===== src/rtl/rob_retire.sv =====
// rtl/rob_retire.sv - two-wide in-order reorder buffer; retires done head entries and releases old_pd to rename
// Optional ROB_STATS_EN adds retired_cnt / stall_cnt counters.
module rob_retire #(
    parameter int DEPTH  = 16,
    parameter int IDX_W  = 4,
    parameter int PREG_W = 6
) (
    input  logic              clk,
    input  logic              rst,
    input  logic              alloc_v_1,
    input  logic [PREG_W-1:0] pd_1,
    input  logic [PREG_W-1:0] old_pd_1,
    input  logic              has_rd_1,
    input  logic              alloc_v_2,
    input  logic [PREG_W-1:0] pd_2,
    input  logic [PREG_W-1:0] old_pd_2,
    input  logic              has_rd_2,
    output logic              alloc_ready,
    output logic [IDX_W-1:0]  rob_idx_1,
    output logic [IDX_W-1:0]  rob_idx_2,
    input  logic              cmp_v_1,
    input  logic [IDX_W-1:0]  cmp_idx_1,
    input  logic              cmp_v_2,
    input  logic [IDX_W-1:0]  cmp_idx_2,
    output logic              rt_flag_1,
    output logic              rt_flag_2,
    output logic [PREG_W-1:0] fp_i_1,
    output logic [PREG_W-1:0] fp_i_2,
    output logic              retire_v_1,
    output logic              retire_v_2,
`ifdef ROB_STATS_EN
    output logic [31:0]       retired_cnt,
    output logic [31:0]       stall_cnt,
`endif
    output logic              empty
);

    logic [DEPTH-1:0]  valid_q, valid_d, done_q, done_d, has_rd_q, has_rd_d;
    logic [PREG_W-1:0] pd_q [DEPTH];
    logic [PREG_W-1:0] pd_d [DEPTH];
    logic [PREG_W-1:0] old_pd_q [DEPTH];
    logic [PREG_W-1:0] old_pd_d [DEPTH];
    logic [IDX_W-1:0]  head_q, head_d, tail_q, tail_d, head_p1, tail_p1;
    logic [IDX_W:0]    count_q, count_d, n_acc, n_ret;
    logic              retire_v_1_q, retire_v_1_d, retire_v_2_q, retire_v_2_d;
    logic              rt_flag_1_q, rt_flag_1_d, rt_flag_2_q, rt_flag_2_d;
    logic [PREG_W-1:0] fp_i_1_q, fp_i_1_d, fp_i_2_q, fp_i_2_d;
    logic              acc_1, acc_2, ret_1, ret_2;
    logic              unused_pd;

    assign head_p1     = head_q + 1'b1;
    assign tail_p1     = tail_q + 1'b1;
    assign alloc_ready = (count_q <= (IDX_W+1)'(DEPTH - 2));
    assign empty       = (count_q == '0);
    assign rob_idx_1   = tail_q;
    assign rob_idx_2   = tail_p1;

    assign acc_1 = alloc_v_1 & alloc_ready;
    assign acc_2 = acc_1 & alloc_v_2;
    // Head+1 may only leave behind the head, keeping retirement strictly in order.
    assign ret_1 = valid_q[head_q] & done_q[head_q];
    assign ret_2 = ret_1 & valid_q[head_p1] & done_q[head_p1];
    assign n_acc = {{IDX_W{1'b0}}, acc_1} + {{IDX_W{1'b0}}, acc_2};
    assign n_ret = {{IDX_W{1'b0}}, ret_1} + {{IDX_W{1'b0}}, ret_2};

    always_comb begin
        valid_d  = valid_q;
        done_d   = done_q;
        has_rd_d = has_rd_q;
        pd_d     = pd_q;
        old_pd_d = old_pd_q;
        head_d   = head_q + IDX_W'(n_ret);
        tail_d   = tail_q + IDX_W'(n_acc);
        count_d  = count_q + n_acc - n_ret;

        if (cmp_v_1 && valid_q[cmp_idx_1]) done_d[cmp_idx_1] = 1'b1;
        if (cmp_v_2 && valid_q[cmp_idx_2]) done_d[cmp_idx_2] = 1'b1;

        if (ret_1) begin
            valid_d[head_q] = 1'b0;
            done_d[head_q]  = 1'b0;
        end
        if (ret_2) begin
            valid_d[head_p1] = 1'b0;
            done_d[head_p1]  = 1'b0;
        end

        // Alloc slots are never live (count <= DEPTH-2), so they cannot collide with retiring entries.
        if (acc_1) begin
            valid_d[tail_q]  = 1'b1;
            done_d[tail_q]   = 1'b0;
            has_rd_d[tail_q] = has_rd_1;
            pd_d[tail_q]     = pd_1;
            old_pd_d[tail_q] = old_pd_1;
        end
        if (acc_2) begin
            valid_d[tail_p1]  = 1'b1;
            done_d[tail_p1]   = 1'b0;
            has_rd_d[tail_p1] = has_rd_2;
            pd_d[tail_p1]     = pd_2;
            old_pd_d[tail_p1] = old_pd_2;
        end

        retire_v_1_d = ret_1;
        retire_v_2_d = ret_2;
        rt_flag_1_d  = ret_1 & has_rd_q[head_q];
        rt_flag_2_d  = ret_2 & has_rd_q[head_p1];
        fp_i_1_d     = rt_flag_1_d ? old_pd_q[head_q]  : '0;
        fp_i_2_d     = rt_flag_2_d ? old_pd_q[head_p1] : '0;
    end

    always_ff @(posedge clk) begin
        if (rst) begin
            valid_q      <= '0;
            done_q       <= '0;
            has_rd_q     <= '0;
            head_q       <= '0;
            tail_q       <= '0;
            count_q      <= '0;
            retire_v_1_q <= 1'b0;
            retire_v_2_q <= 1'b0;
            rt_flag_1_q  <= 1'b0;
            rt_flag_2_q  <= 1'b0;
            fp_i_1_q     <= '0;
            fp_i_2_q     <= '0;
        end else begin
            valid_q      <= valid_d;
            done_q       <= done_d;
            has_rd_q     <= has_rd_d;
            head_q       <= head_d;
            tail_q       <= tail_d;
            count_q      <= count_d;
            retire_v_1_q <= retire_v_1_d;
            retire_v_2_q <= retire_v_2_d;
            rt_flag_1_q  <= rt_flag_1_d;
            rt_flag_2_q  <= rt_flag_2_d;
            fp_i_1_q     <= fp_i_1_d;
            fp_i_2_q     <= fp_i_2_d;
        end
    end

    // Payload is qualified by valid_q, so it needs no reset.
    always_ff @(posedge clk) begin
        pd_q     <= pd_d;
        old_pd_q <= old_pd_d;
    end

    // pd is held per entry for recovery/debug hooks; retire itself only consumes old_pd.
    always_comb begin
        unused_pd = 1'b0;
        for (int i = 0; i < DEPTH; i++) unused_pd = unused_pd ^ (^pd_q[i]);
    end

    assign retire_v_1 = retire_v_1_q;
    assign retire_v_2 = retire_v_2_q;
    assign rt_flag_1  = rt_flag_1_q;
    assign rt_flag_2  = rt_flag_2_q;
    assign fp_i_1     = fp_i_1_q;
    assign fp_i_2     = fp_i_2_q;

`ifdef ROB_STATS_EN
    logic [31:0] retired_cnt_q, retired_cnt_d, stall_cnt_q, stall_cnt_d;

    always_comb begin
        retired_cnt_d = retired_cnt_q + 32'(retire_v_1_q) + 32'(retire_v_2_q);
        stall_cnt_d   = stall_cnt_q + 32'(alloc_v_1 & ~alloc_ready);
    end

    always_ff @(posedge clk) begin
        if (rst) begin
            retired_cnt_q <= '0;
            stall_cnt_q   <= '0;
        end else begin
            retired_cnt_q <= retired_cnt_d;
            stall_cnt_q   <= stall_cnt_d;
        end
    end

    assign retired_cnt = retired_cnt_q;
    assign stall_cnt   = stall_cnt_q;
`endif

endmodule

===== config.mk =====
export PLATFORM = sky130hd
export DESIGN_NAME = rob_retire
export DESIGN_NICKNAME = d
export VERILOG_FILES = /design/src/rtl/rob_retire.sv
export SDC_FILE = /design/constraint.sdc
export NUM_CORES = 1
export LEC_CHECK = 0
export CAP_MARGIN = 20
export CELL_PAD_IN_SITES_DETAIL_PLACEMENT = 0
export CELL_PAD_IN_SITES_GLOBAL_PLACEMENT = 1
export CORE_AREA = 5 5 167 169
export DETAILED_ROUTE_END_ITERATION = 10
export DIE_AREA = 0 0 172 174
export PLACE_DENSITY_LB_ADDON = 0.1
export SLEW_MARGIN = 5
export SYNTH_ARGS = -nofsm -noshare
export SYNTH_HDL_FRONTEND = slang
export SYNTH_SLANG_ARGS = --single-unit
export TNS_END_PERCENT = 1

===== constraint.sdc =====
create_clock -name clk -period 4.6 [get_ports clk]
set_input_delay 0.92 -clock clk [delete_from_list [all_inputs] [get_ports clk]]
set_output_delay 0.92 -clock clk [all_outputs]
set_load 0.01 [all_outputs]

# --- Word level (Yosys, flattened, before mapping) ---
# Cells that the tools add are included.
totals:
  ff_bits: 173
  in_bits: 40
  word_cells: 151
classes:
  addsub: 8
  magnitude_cmp: 19
  muxes: 56
  bitwise: 27
  n_reduce_logical: 13
op_table:
  columns: ["op", "count"]
  rows:
  - ["96-bit bitwise mux", 2]
  - ["16-bit two-way mux", 12]
  - ["96-bit two-way mux", 2]
  - ["16-bit AND", 6]
  - ["16-bit NOT", 4]
  - ["16-bit bitwise OR", 4]
  - ["6-bit binary-select mux with 4-bit select", 2]
  - ["6-bit demux with 4-bit select", 2]
  - ["6-bit two-way mux", 6]
  - ["1-bit binary-select mux with 4-bit select", 8]
  - ["16-bit bitwise mux", 2]
  - ["4-bit by 5-bit less-than comparator with 1-bit output (second input constant)", 6]
  - ["1-bit demux with 4-bit select", 6]
  - ["4-bit by 1-bit greater-or-equal comparator with 1-bit output (second input constant)", 6]
  - ["5-bit greater-or-equal comparator (second input constant)", 4]
  - ["4-bit NOT with 5-bit output", 4]
  - ["1-bit two-way mux", 14]
  - ["1-bit logical AND", 10]
  - ["5-bit by 1-bit less-than comparator with 1-bit output (second input constant)", 2]
  - ["4-bit by 1-bit adder with 4-bit output (second input constant)", 2]
  - ["4-bit by 2-bit adder with 4-bit output", 2]
  - ["1-bit AND", 7]
  - ["5-bit by 2-bit adder with 5-bit output", 1]
  - ["5-bit by 4-bit less-or-equal comparator with 1-bit output (second input constant)", 1]
  - ["other kinds (5)", 8]

# --- Longest topological paths before layout ---
logic_depth:
  word_depth: 16
  mapped_depth: 22

# --- Worst setup path before layout ---
# No wires, ideal clock.
synth_timing:
  path_type: "reg-to-reg"
  start: "reg head_q[1]"
  end: "reg count_q[4]"
  setup_ps: 128
  t_arrival_ps: 4452
  path_slack_ps: 21
  stages_incl_launch_ff: 23
  n_path_buf: 6
  period_less_slack_ps: 4579
  path_cell_list: "dfxtp_1 -> buf_6 -> buf_6 -> buf_6 -> buf_6 -> inv_1 -> ha_1 -> buf_2 -> mux4_2 -> mux2_2 -> nand2b_1 -> buf_2 -> a21oi_1 -> ha_1 -> ha_1 -> inv_1 -> ha_1 -> fa_1 -> a21oi_1 -> nor2_1 -> nor2_1 -> xor2_1 -> nor2_1"
synth_between:
  elab_chain_cells: 7
synth_lines:
  columns: ["element", "line_no", "source"]
  rows:
  - ["from (decl)", "43", "logic [IDX_W-1:0] head_q, head_d, tail_q, tail_d, head_p1, tail_p1;"]
  - ["from (signal assigned)", "117", "head_q <= '0;"]
  - ["from (signal assigned)", "130", "head_q <= head_d;"]
  - ["4-bit by 1-bit adder with 4-bit output / 1-bit binary-select mux with 4-bit select (equally long branches)", "51, 61", null]
  - ["1-bit binary-select mux with 4-bit select / 1-bit two-way mux (equally long branches)", "62, 61", null]
  - ["1-bit two-way mux (not written as such) / 1-bit AND (equally long branches)", "62, 61", null]
  - ["1-bit AND", "62", "assign ret_2 = ret_1 & valid_q[head_p1] & done_q[head_p1];"]
  - ["1-bit AND (*)", "62", null]
  - ["via ret_2", "48", "logic acc_1, acc_2, ret_1, ret_2;"]
  - ["1-bit by 1-bit adder with 2-bit output (*)", "64", "assign n_ret = {{IDX_W{1'b0}}, ret_1} + {{IDX_W{1'b0}}, ret_2};"]
  - ["5-bit by 2-bit subtractor with 5-bit output (*)", "74", "count_d = count_q + n_acc - n_ret;"]
  - ["to (signal assigned)", "132", "count_q <= count_d;"]
  - ["to (decl)", "44", "logic [IDX_W:0] count_q, count_d, n_acc, n_ret;"]
# Mark *: on every way through the listed nets, which the timed path passes. The rest lies on a longest branch. The select of a mux whose other input is x is not followed.
# A chain may end at the register's enable or synchronous reset.

# --- Final worst setup path ---
layout_timing:
  start: "reg head_q[0]"
  end: "reg count_q[4]"
# Same word-level chain as after synthesis.

==> flow_summary.json <==
{
  "status": "finished clean",
  "synth-async-reset-ratio_pct": 0,
  "via_per_inst": 6.013,
  "avgRoutedWirePerCell_um": 23.36,
  "diodes": 0,
  "fin_crit_sh_pct": 88.51,
  "vias": 8989,
  "die_area_um2": 29930,
  "io_pins": 66,
  "rsz0062_at_grt": "no",
  "placedCellCount": 1463,
  "clk_pin_slew_ns": 0.08,
  "yosysSeqAreaShare_pct": 31.33,
  "min_period_ns": 4.071,
  "startpoint_type": "flop",
  "synth_top_cell_by_area": "dfxtp_1",
  "hold_viol": 0,
  "io_buffers": 53,
  "syn_nets": 1207,
  "syn_inst": 1138,
  "final_nets": 1211,
  "slowest_stage": "dfxtp_4",
  "post-route-util_pct": 46.65,
  "cp_slowest_stage_delay_ns": 0.51,
  "worst_r2r_startpoint": "head_q[0]$_SDFF_PP0_",
  "clock_sinks": 173,
  "synth_compound_area_share_pct": 15.65,
  "multi_input_area_um2": 6977,
  "drtIter0Drc": 927,
  "synthSimpleGateAreaFrac_pct": 16.49,
  "grt_pass1_vias": 8565,
  "worst_pin_slew_ns": 1.108,
  "grt_busiest_layer": "met2",
  "grt_use_met2_pct": 35.90,
  "yosysMostFrequentCell": "dfxtp_1",
  "muxShareOfSynthArea_pct": 26.20,
  "area_delta_synth_final_pct": 11.50,
  "post_cts_buffers": 0,
  "grt_use_total_pct": 23.43,
  "setup_tns_ns": 0,
  "post_cts_resized": 0,
  "max_freq_mhz": 245.6,
  "relSlewSlack_pct": 24.21,
  "hold_class": "reg -> reg",
  "p_leak_nw": 4.346,
  "grt.overflow.total": 0,
  "critPathCaptureType": "flop",
  "placementRows": 60,
  "clk_path_buf_depth": 2,
  "grt_first_pass_wirelength_um": 54010,
  "firstDrtPassIters": 6,
  "synth_edf_count": 0,
  "path_cells": "inv_2 -> ha_2 -> mux4_2 -> mux2_2 -> or2_1 -> a21oi_1 -> ha_1 -> ha_1 -> inv_1 -> ha_1 -> fa_1 -> a21oi_1 -> nor2_1 -> nor2_1 -> xor2_1 -> nor2_1",
  "r2r_cells": 16,
  "fillCellCount": 2522,
  "synth_area_leaders": "dfxtp_1, mux4_2, mux2i_1",
  "ctsHoldBuffers": 0,
  "ys_seq_elements": 173,
  "cts_made_buffers": 17,
  "yosysWarnings": 0,
  "drv_cap": 0,
  "rrSetupSlack_ns": 0.53,
  "hpwl_um": 24950,
  "path_buf_inv": 2,
  "yosys.area.top_type_share_pct": 31.33,
  "synth_top_family_by_area": "multiplexers",
  "post-route-drc-count": 0,
  "synth_cell_types": 70,
  "r2r-end": "count_q[4]$_SDFF_PP0_",
  "grt_use_met1_pct": 35.23,
  "ff_latch_area_um2": 3468,
  "synthAdderAreaFrac_pct": 3.554,
  "hold-path-endpoint": "old_pd_q[37]$_DFF_P_",
  "drive_above_1_share_pct": 14.47,
  "vdd.ir_drop.worst_v": 0.0002233,
  "die_x_um": 172,
  "clock_latency_ns": 0.43,
  "fin_skew_ns": 0.01396,
  "cp_max_fo": 17,
  "setup_slack_ns": 0.5285,
  "htree_num_levels": 4,
  "cp.depth": 16,
  "p_per_area_nw_per_um2": 365.0,
  "grt_max_degree": 57,
  "core_area_um2": 26430,
  "min-delay-start": "old_pd_q[37]$_DFF_P_",
  "start_util_pct": 41.84,
  "syn_area_um2": 11060,
  "gp_congestion": 0.8657,
  "worstHoldPathCells": 2,
  "use_met3_pct": 3.525,
  "setup_violations": 0,
  "layoutNonFillerInstCount": 1495,
  "pre_cts_ws_ns": 0.5156,
  "grt_antenna_before_repair": 0,
  "slew_violations": 0,
  "synth.avg_cell_area_um2": 9.715,
  "worstPathArrival_ns": 4.37,
  "cts_tree": "done",
  "wirelength_um": 34920,
  "synth_common_cells": "dfxtp_1, nand2_1, nor2_1",
  "cp.required_ns": 4.90,
  "die_h_um": 174,
  "worst-setup-path-type": "reg -> reg",
  "synth-xor-area-share_pct": 1.030,
  "ant_nets": 0,
  "synth_ff_type": "dfxtp_1",
  "cp_top_family": "adder cells",
  "cts_root_buffer": "clkbuf_16"
}
-- worst max path at each step --
stage	start	slack (ns)	endpoint
after floorplan	head_q[1]$_SDFF_PP0_	0.02	count_q[4]$_SDFF_PP0_
after global placement	head_q[0]$_SDFF_PP0_	0.54	count_q[4]$_SDFF_PP0_
after detailed placement	head_q[0]$_SDFF_PP0_	0.52	count_q[4]$_SDFF_PP0_
after CTS	head_q[0]$_SDFF_PP0_	0.52	count_q[4]$_SDFF_PP0_
after global routing	head_q[0]$_SDFF_PP0_	0.30	count_q[4]$_SDFF_PP0_
final	head_q[0]$_SDFF_PP0_	0.53	count_q[4]$_SDFF_PP0_
-- per-stage QoR --
| stage | hold WS (ns) | total power (W) | cell area, um2 |
|---|---|---|---|
| after floorplan | 0.4563 | 0.002719 | 11060 |
| after global placement | 0.4684 | 0.002992 | 11730 |
| after detailed placement | 0.4797 | 0.003020 | 11730 |
| after CTS | 0.4857 | 0.004514 | 12320 |
| after global routing | 0.5102 | 0.004730 | 12330 |
| final | 0.4918 | 0.004499 | 12330 |
-- sequential cells by signal, summed over array words and instances, names as in the netlist, 4 cells and up --
register	cells
count_q	5
fp_i_2	6
done_q	16
valid_q	16
head_q	4
has_rd_q	16
rob_idx_1	4
fp_i_1	6
old_pd_q	96
-- kinds of logic after synthesis --
logic type,after synthesis
xor gates and xnor gates,13
muxes,186
and+or+nand+nor,372
DFF,173
AOI/OAI and AO/OA,235
adders and majority gates,29
buffers and inverters,130
-- cells in the final DEF, fill, tap and decap left out, types with 12 or more instances in the layout --
cell type	Yosys	layout
dfxtp_1	173	171
nand2_1	129	129
nor2_1	111	111
mux2i_1	96	96
a21oi_1	71	71
mux4_2	55	55
clkdlybuf4s50_1	0	52
inv_1	32	32
o21ai_0	32	32
buf_4	6	29
ha_1	25	24
a31oi_1	21	21
nand4_1	20	20
and2_1	19	19
nand2b_1	17	17
nor2b_1	17	17
clkbuf_16	0	17
a2111oi_0	16	16
mux2_2	14	14
a41oi_1	13	13
nand3_1	12	12
a211o_1	12	12
-- worst register-to-register path: stages, from the launching register on --
cell	delay, ns
dfxtp_4	0.51
inv_2	0.07
ha_2	0.43
mux4_2	0.37
mux2_2	0.36
or2_1	0.24
a21oi_1	0.21
ha_1	0.32
ha_1	0.30
inv_1	0.04
ha_1	0.20
fa_1	0.40
a21oi_1	0.14
nor2_1	0.05
nor2_1	0.11
xor2_1	0.16
nor2_1	0.05
-- metal layers --
| layer | part of all wire [%] | vias to the layer above |
|---|---|---|
| li1 | - | 4240 |
| met1 | 47 | 4408 |
| met2 | 46 | 308 |
| met3 | 6.3 | 33 |
| met4 | 1.3 | 0 |
| met5 | 0 | - |
-- cell type report --
cell class                      count  area share (%)
Clock buffer                       20           3.705
Timing Repair Buffer               82           6.029
Tap cell                          341           3.461
Clock inverter                     11           1.066
Multi-Input combinational cell    835           56.60
Inverter                           33           1.005
Sequential cell                   173           28.14
-- power breakdown --
group	internal, W	leakage (nW)	switching, W	total, W
logic	0.000548	2.64	0.000467	0.00101
clock network	0.000836	0.292	0.000667	0.00150
registers	0.00175	1.41	0.000228	0.00198
total	0.00314	4.35	0.00136	0.00450
No activity file was read; power rests on OpenSTA's default activity.
